File: config.mk
export PLATFORM = sky130hd
export DESIGN_NAME = wide_mult_sequencer
export DESIGN_NICKNAME = d
export VERILOG_FILES = /design/src/rtl/wide_mult_sequencer_pkg.sv /design/src/rtl/wide_mult_sequencer_tree.sv /design/src/rtl/wide_mult_sequencer.sv
export SDC_FILE = /design/constraint.sdc
export NUM_CORES = 1
export LEC_CHECK = 0
export CAP_MARGIN = 20
export CORE_MARGIN = 4
export CORE_UTILIZATION = 53
export CTS_CLUSTER_DIAMETER = 150
export DETAILED_ROUTE_END_ITERATION = 7
export MAX_ROUTING_LAYER = met4
export PLACE_DENSITY = 0.79
export SYNTH_ARGS = -nofsm -noshare
export SYNTH_HDL_FRONTEND = slang
export SYNTH_SLANG_ARGS = --single-unit
File: constraint.sdc
create_clock -name clk -period 7.4 [get_ports clk]
set_input_delay 2.22 -clock clk [delete_from_list [all_inputs] [get_ports clk]]
set_output_delay 2.22 -clock clk [all_outputs]
set_load 0.01 [all_outputs]
File: src/rtl/wide_mult_sequencer_pkg.sv
// Shared types for the sequenced wide multiplier: FSM states, step count and
// the per-step shift amount applied to each narrow partial product.
package mult_pkg;

    typedef enum logic [1:0] {IDLE, MUL, DONE} mseq_state_t;

    localparam int MSEQ_STEPS = 4;

    // Step k multiplies (aL|aH) x (bL|bH); cross terms land one half-width up.
    function automatic int shift_amt(input logic [1:0] k, input int size);
        case (k)
            2'd0:    return 0;
            2'd3:    return 2 * size;
            default: return size;
        endcase
    endfunction

endpackage

File: src/rtl/wide_mult_sequencer_tree.sv
// Combinational SIZE x SIZE unsigned multiplier: gated partial products summed
// through a balanced binary adder tree (heap-indexed, works for any SIZE).
module tree_multiplier #(
    parameter int SIZE = 8
) (
    input  logic [SIZE-1:0]   x,
    input  logic [SIZE-1:0]   y,
    output logic [2*SIZE-1:0] p
);

    localparam int PW    = 2 * SIZE;
    localparam int NODES = 2 * SIZE - 1;

    // Nodes 0..SIZE-2 are adders, nodes SIZE-1..2*SIZE-2 are the partial-product leaves.
    for (genvar n = 0; n < NODES; n++) begin : g_node
        logic [PW-1:0] s;
        if (n >= SIZE - 1) begin : g_leaf
            assign s = y[n-(SIZE-1)] ? ({{SIZE{1'b0}}, x} << (n - (SIZE - 1))) : '0;
        end else begin : g_sum
            assign s = g_node[2*n+1].s + g_node[2*n+2].s;
        end
    end

    assign p = g_node[0].s;

endmodule

File: src/rtl/wide_mult_sequencer.sv
// 2*SIZE x 2*SIZE unsigned multiply over four passes of one SIZE x SIZE tree.
// Result 4 cycles after accept; DONE holds the product until out_ready, in_ready low meanwhile.
module wide_mult_sequencer
    import mult_pkg::*;
#(
    parameter int SIZE = 8
) (
    input  logic              clk,
    input  logic              rst,
    input  logic              in_valid,
    output logic              in_ready,
    input  logic [2*SIZE-1:0] a,
    input  logic [2*SIZE-1:0] b,
    output logic              out_valid,
    input  logic              out_ready,
    output logic [4*SIZE-1:0] product,
    output logic              busy
);

    localparam int OW = 2 * SIZE;
    localparam int PW = 4 * SIZE;
    localparam logic [1:0] LAST_STEP = 2'(MSEQ_STEPS - 1);

    mseq_state_t     state_q;
    logic [1:0]      step_q;
    logic [OW-1:0]   a_q;
    logic [OW-1:0]   b_q;
    logic [PW-1:0]   acc_q;
    logic [PW-1:0]   acc_d;

    logic [SIZE-1:0] mul_x;
    logic [SIZE-1:0] mul_y;
    logic [OW-1:0]   pp;
    logic            accept;

    // step[1] picks the half of a, step[0] the half of b: 0=LL, 1=LH, 2=HL, 3=HH.
    assign mul_x = step_q[1] ? a_q[OW-1:SIZE] : a_q[SIZE-1:0];
    assign mul_y = step_q[0] ? b_q[OW-1:SIZE] : b_q[SIZE-1:0];

    tree_multiplier #(.SIZE(SIZE)) u_tree (
        .x (mul_x),
        .y (mul_y),
        .p (pp)
    );

    assign acc_d = acc_q + ({{OW{1'b0}}, pp} << shift_amt(step_q, SIZE));

    assign in_ready  = (state_q == IDLE) || ((state_q == DONE) && out_ready);
    assign accept    = in_valid && in_ready;
    assign out_valid = (state_q == DONE);
    assign busy      = (state_q != IDLE);
    assign product   = acc_q;

    always_ff @(posedge clk or posedge rst) begin
        if (rst) begin
            state_q <= IDLE;
            step_q  <= '0;
            a_q     <= '0;
            b_q     <= '0;
            acc_q   <= '0;
        end else begin
            case (state_q)
                IDLE, DONE: begin
                    // A DONE retire and a fresh accept share one edge: no IDLE bubble.
                    if (accept) begin
                        a_q     <= a;
                        b_q     <= b;
                        acc_q   <= '0;
                        step_q  <= '0;
                        state_q <= MUL;
                    end else if ((state_q == DONE) && out_ready) begin
                        state_q <= IDLE;
                    end
                end
                MUL: begin
                    acc_q  <= acc_d;
                    step_q <= step_q + 2'd1;
                    if (step_q == LAST_STEP) begin
                        state_q <= DONE;
                    end
                end
                default: begin
                    state_q <= IDLE;
                end
            endcase
        end
    end

endmodule

; Word level (Yosys, flattened, before mapping)
; Index checks and enable logic that the tools add are counted.
[classes]
mux = 19
reduce_logical = 11
addsub = 9
n_eq_ne = 6
shift = 1
[op_table]
columns = operator, n
row1 = one-hot mux 32 bit (2 select lines), 1
row2 = adder 32 bit, 1
row3 = two-way mux 32 bit, 1
row4 = left shift 16 x 32 -> 32 bit, 1
row5 = two-way mux 8 bit, 3
row6 = adder 13 x 16 -> 16 bit, 1
row7 = adder 14 x 15 -> 16 bit, 1
row8 = adder 14 x 16 -> 16 bit, 1
row9 = two-way mux 15 bit, 1
row10 = adder 12 x 13 -> 14 bit, 1
row11 = two-way mux 14 bit, 1
row12 = adder 10 x 12 -> 13 bit, 1
row13 = two-way mux 13 bit, 1
row14 = adder 10 x 11 -> 12 bit, 1
row15 = two-way mux 12 bit, 1
row16 = two-way mux 11 bit, 1
row17 = adder 8 x 9 -> 10 bit, 1
row18 = two-way mux 10 bit, 1
row19 = one-hot mux 5 bit (2 select lines), 1
row20 = two-way mux 9 bit, 1
row21 = two-way mux 2 bit, 4
row22 = one-hot mux 2 bit (2 select lines), 2
row23 = AND reduction 2 bit, 3
row24 = equality test 2 bit (second input constant), 2
row25 = other kinds (9), 13
[totals]
ff_bits = 68
output_inout_bits = 35
input_bits = 36
elab_cells = 51

; Logic depth before layout (Yosys ltp)
[logic_depth]
depth_word = 8
ltp_mapped = 31
depth_no_buf = 29

; Cells and area by module
; Synthesis repeated with hierarchy kept, for this count alone.
[hier_totals]
hier_cells = 827
hier_area_um2 = 6954.2
[modules_own_cells]
columns = module, cells_each, area_each_um2, instances, seq_area_each_um2
row1 = wide_mult_sequencer, 579, 4867.2, 1, 1701.6
row2 = tree_multiplier, 248, 2087.0, 1, 0.0

; Worst setup path after synthesis
; OpenSTA, ideal clock, no wires.
[synth_timing]
path_type = register to register
from = reg step_q[1]
to = reg acc_q[30], in the netlist product[30]
period_less_slack_ns = 7.142
n_path_buf = 2
t_required_ns = 7.278
path_stages_with_launch = 30
arrival_time_ns = 7.020
slack_ns = 0.258
setup_time_ns = 0.122
cell_sequence = dfrtp_1 > buf_1 > mux2i_1 > nor2_1 > fa_1 > inv_1 > fa_1 > inv_1 > fa_1 > inv_1 > fa_1 > inv_1 > ha_1 > or3_1 > o2111ai_1 > nand3b_1 > xor2_1 > nor2_1 > a21oi_1 > nor2_1 > ha_1 > clkbuf_1 > a21o_1 > a2111o_1 > o22a_1 > a21o_1 > a41oi_1 > o31a_1 > mux2i_1 > nand2_1
[synth_between]
elab_chain_cells = 8
word_cells_on_any_way = 22
cone_classes = add/sub: 8 / eq/ne: 1 / shift: 1 / mux: 11 / reduce/logical: 1
[synth_lines]
columns = item, line_no
row1 = from (decl), wide_mult_sequencer.sv:25  ; logic [1:0] step_q;
row2 = from (signal assigned), wide_mult_sequencer.sv:77  ; step_q <= step_q + 2'd1;
row3 = two-way mux 8 bit, wide_mult_sequencer.sv:37  ; assign mul_x = step_q[1] ? a_q[OW-1:SIZE] : a_q[SIZE-1:0];
row4 = two-way mux 14 bit (tied with other cells), wide_mult_sequencer_tree.sv:18  ; assign s = y[n-(SIZE-1)] ? ({{SIZE{1'b0}}, x} << (n - (SIZE - 1))) : '0;
row5 = adder 14 x 15 -> 16 bit (tied with other cells), wide_mult_sequencer_tree.sv:20  ; assign s = g_node[2*n+1].s + g_node[2*n+2].s;
row6 = adder 14 x 16 -> 16 bit / adder 10 x 12 -> 13 bit (equally long branches), wide_mult_sequencer_tree.sv:20
row7 = adder 13 x 16 -> 16 bit, wide_mult_sequencer_tree.sv:20
row8 = left shift 16 x 32 -> 32 bit (*), wide_mult_sequencer.sv:46  ; assign acc_d = acc_q + ({{OW{1'b0}}, pp} << shift_amt(step_q, SIZE));
row9 = adder 32 bit (*), wide_mult_sequencer.sv:46
row10 = one-hot mux 32 bit (2 select lines) (*), wide_mult_sequencer.sv:62  ; case (state_q)
row11 = to (signal assigned), wide_mult_sequencer.sv:60  ; acc_q <= '0;
row12 = to (signal assigned), wide_mult_sequencer.sv:68  ; acc_q <= '0;
row13 = to (signal assigned), wide_mult_sequencer.sv:76  ; acc_q <= acc_d;
row14 = to (decl), wide_mult_sequencer.sv:28  ; logic [PW-1:0] acc_q;
; Every way passes the cells marked *; elsewhere a longest branch is shown, timed or not.
; A chain may end at the register's enable or synchronous reset.

; Final worst setup path
[layout_timing]
from = reg step_q[1]
to = reg acc_q[21], in the netlist product[21]
; The elaborated chain is that of the path after synthesis.

==> reports/metrics.yaml <==
yosys:
  synth.top_cell.area_share: 0.252
  synth_edf_count: 0
  netlist_area_sq_um: 6740
  synthesis.nets: 873
  postSynthCellCount: 734
  seq_area_frac_synth: 0.252
  ys_top_cells_by_count: "nor2_1, dfrtp_1, ha_1"
  synth.most_common_cell: "nor2_1"
  async_reset_ff_frac: 1.00
  synth-seq-cells: 68
  yosysWarnings: 0
  synth.avg_cell_area_sq_um: 9.18
  ys_types: 61
  yosysTopAreaCell: "dfrtp_1"
  synthFlopType: "dfrtp_1"
  synth_area_leaders: "dfrtp_1, ha_1, fa_1, mux2_2, nor2_1"
routing:
  drc_errors: 0
  drt_iter0_drc: 352
  via_per_inst: 5.83
  antenna_left: 0
  wirelength_mm: 17.6
  drt-pass1-iter-count: 5
  detail_route.wl_per_cell_um: 17.7
  vias: 5800
timing:
  fin_crit_sh: 0.951
  fin_crit_ns: 7.04
  finalSetupViolations: 0
  timing.fmax_ghz: 0.142
  timing.slew.headroom: 0.291
  worst-slew-pin-transition_ns: 1.06
  drv_slew: 0
  worst_clock_skew_ns: 0.00993
  worst_hold_slack_ns: 0.511
  finalWorstSetupSlack_ns: 0.359
  hold_viol_final: 0
layout:
  final_nets: 961
  n_antenna_cell: 0
  layout.cells.non_filler: 995
  postLayoutCoreUtil: 0.674
  area_growth_pct: 22.0
  drive_above_1_share: 0.164
run:
  drv_cap: 0
floorplan:
  die_h_um: 121
  rows: 40
  fp.dieArea_sq_um: 14600
  io_pins: 71
  start_util: 0.552
  fp.dieW_um: 121
  core-area_sq_um: 12200
grt:
  antenna_found_initial: 0
  grt_max_degree: 69
  grt_pass1_vias: 5799
  overflow: 0
  grt_pass1_wl_mm: 28.9
  grt.total_usage: 0.255
critical_path:
  crit_top_cell: "buf_4"
  crit_fanout: 6
  r2r_cells: 27
  critPathRequiredTime_ns: 7.58
  critPathKind: "flip-flop to flip-flop"
  cpMaxStageDelayCell: "fa_1"
  start_kind: "flip-flop"
  crit_arrival_ns: 7.23
  cp_slowest_stage_delay_ns: 0.54
  cp-end-kind: "flip-flop"
cts:
  clkSlewWorstSetupHoldPaths_ns: 0.06
  cts_sinks: 68
  cts_tree: "built"
  cts_hold_buf: 0
  clock_path_buffers: 2
  cts_root_buf: "clkbuf_16"
  htree_levels: 3
  clock_latency_ns: 0.36
  cts_buffers: 9
place:
  dp_cells: 976
  dp_hpwl_mm: 13.4
  port_buffers: 70
  gp_congestion: 0.942
  pre_cts_slack_ns: 0.140
outcome:
  status: "finished, final reports clean"
min_path:
  whs_path_depth: 1
  hold_class: "flip-flop to flip-flop"
## sequential cells by signal (all words and copies together), names as in the netlist
register and cells:
step_q 2, product 32, state_q 2, b_q 16, a_q 16
## layer usage
metal	GRT usage	wire length (um)
met1	0.362	8480
met5	-	0
met4	0.101	450
met2	0.373	7940
met3	0.0323	739
## per-stage QoR
step | cell area [sq um] | setup TNS [ns]
after global placement | 7770 | 0
after detailed placement | 7770 | 0
after global routing | 8230 | -0.0424
after floorplan | 6740 | 0
after CTS | 8080 | 0
final | 8230 | 0
## kinds of logic (layout without fill, tap and decap cells)
family          Yosys count  in the layout  share of synthesized area
simple gates            219            219                      0.154
buf+inv                  83            176                     0.0462
compound gates          167            167                      0.172
flops                    68             68                      0.252
mux                      61             61                     0.0978
xor+xnor                 33             33                     0.0429
fa+ha+maj               103            103                      0.235
## worst paths after layout
check | startpoint | endpoint | slack, ns
setup reg to reg | step_q[1] | product[21] | 0.36
setup / recovery | step_q[1] | product[21] | 0.36
max in group asynchronous | rst | step_q[1] | 4.31
hold reg to reg | b_q[3] | b_q[3] | 0.51
hold / removal | b_q[3] | b_q[3] | 0.51
min in group asynchronous | rst | b_q[4] | 2.47
## critical path, delay by kind of cell, from the launching register on
kind,cells,cell delay (ns)
compound gates,8,1.60
xor+xnor,1,0.17
fa+ha+maj,6,2.43
buf+inv,5,0.75
flops,1,0.49
mux,1,0.19
simple gates,6,1.23
## timing repair
action | CTS | global route
setup endpoints to repair | 0 | 15
setup buffers | 0 | 3
resized for setup | 0 | 26
hold endpoints to repair | 0 | 0
## area by class of cell
type                    count  area, sq um
clock buffers               9          225
clock inverters             7         80.1
fillers                  1040         3990
inverters                  60          225
multi-input cells         583         4850
flip-flops and latches     68         1700
well taps                 168          210
repair buffers            100          926
## cell usage in the layout, fill, tap and decap left out, types with 18 or more instances in the layout
| cell type | synthesis | final |
|---|---|---|
| fa_1 | 39 | 39 |
| buf_4 | 0 | 30 |
| or2_2 | 18 | 18 |
| nand2_1 | 58 | 58 |
| a21oi_1 | 30 | 29 |
| o21ai_0 | 33 | 33 |
| a21o_1 | 23 | 23 |
| dfrtp_1 | 68 | 66 |
| ha_1 | 64 | 64 |
| inv_1 | 60 | 59 |
| xor2_1 | 20 | 20 |
| mux2_2 | 39 | 39 |
| clkdlybuf4s50_1 | 0 | 70 |
| nor2_1 | 74 | 74 |
Power is left out: the tool's default activity adds up to more than one toggle a clock period on the data nets, which glitch-free logic cannot reach.
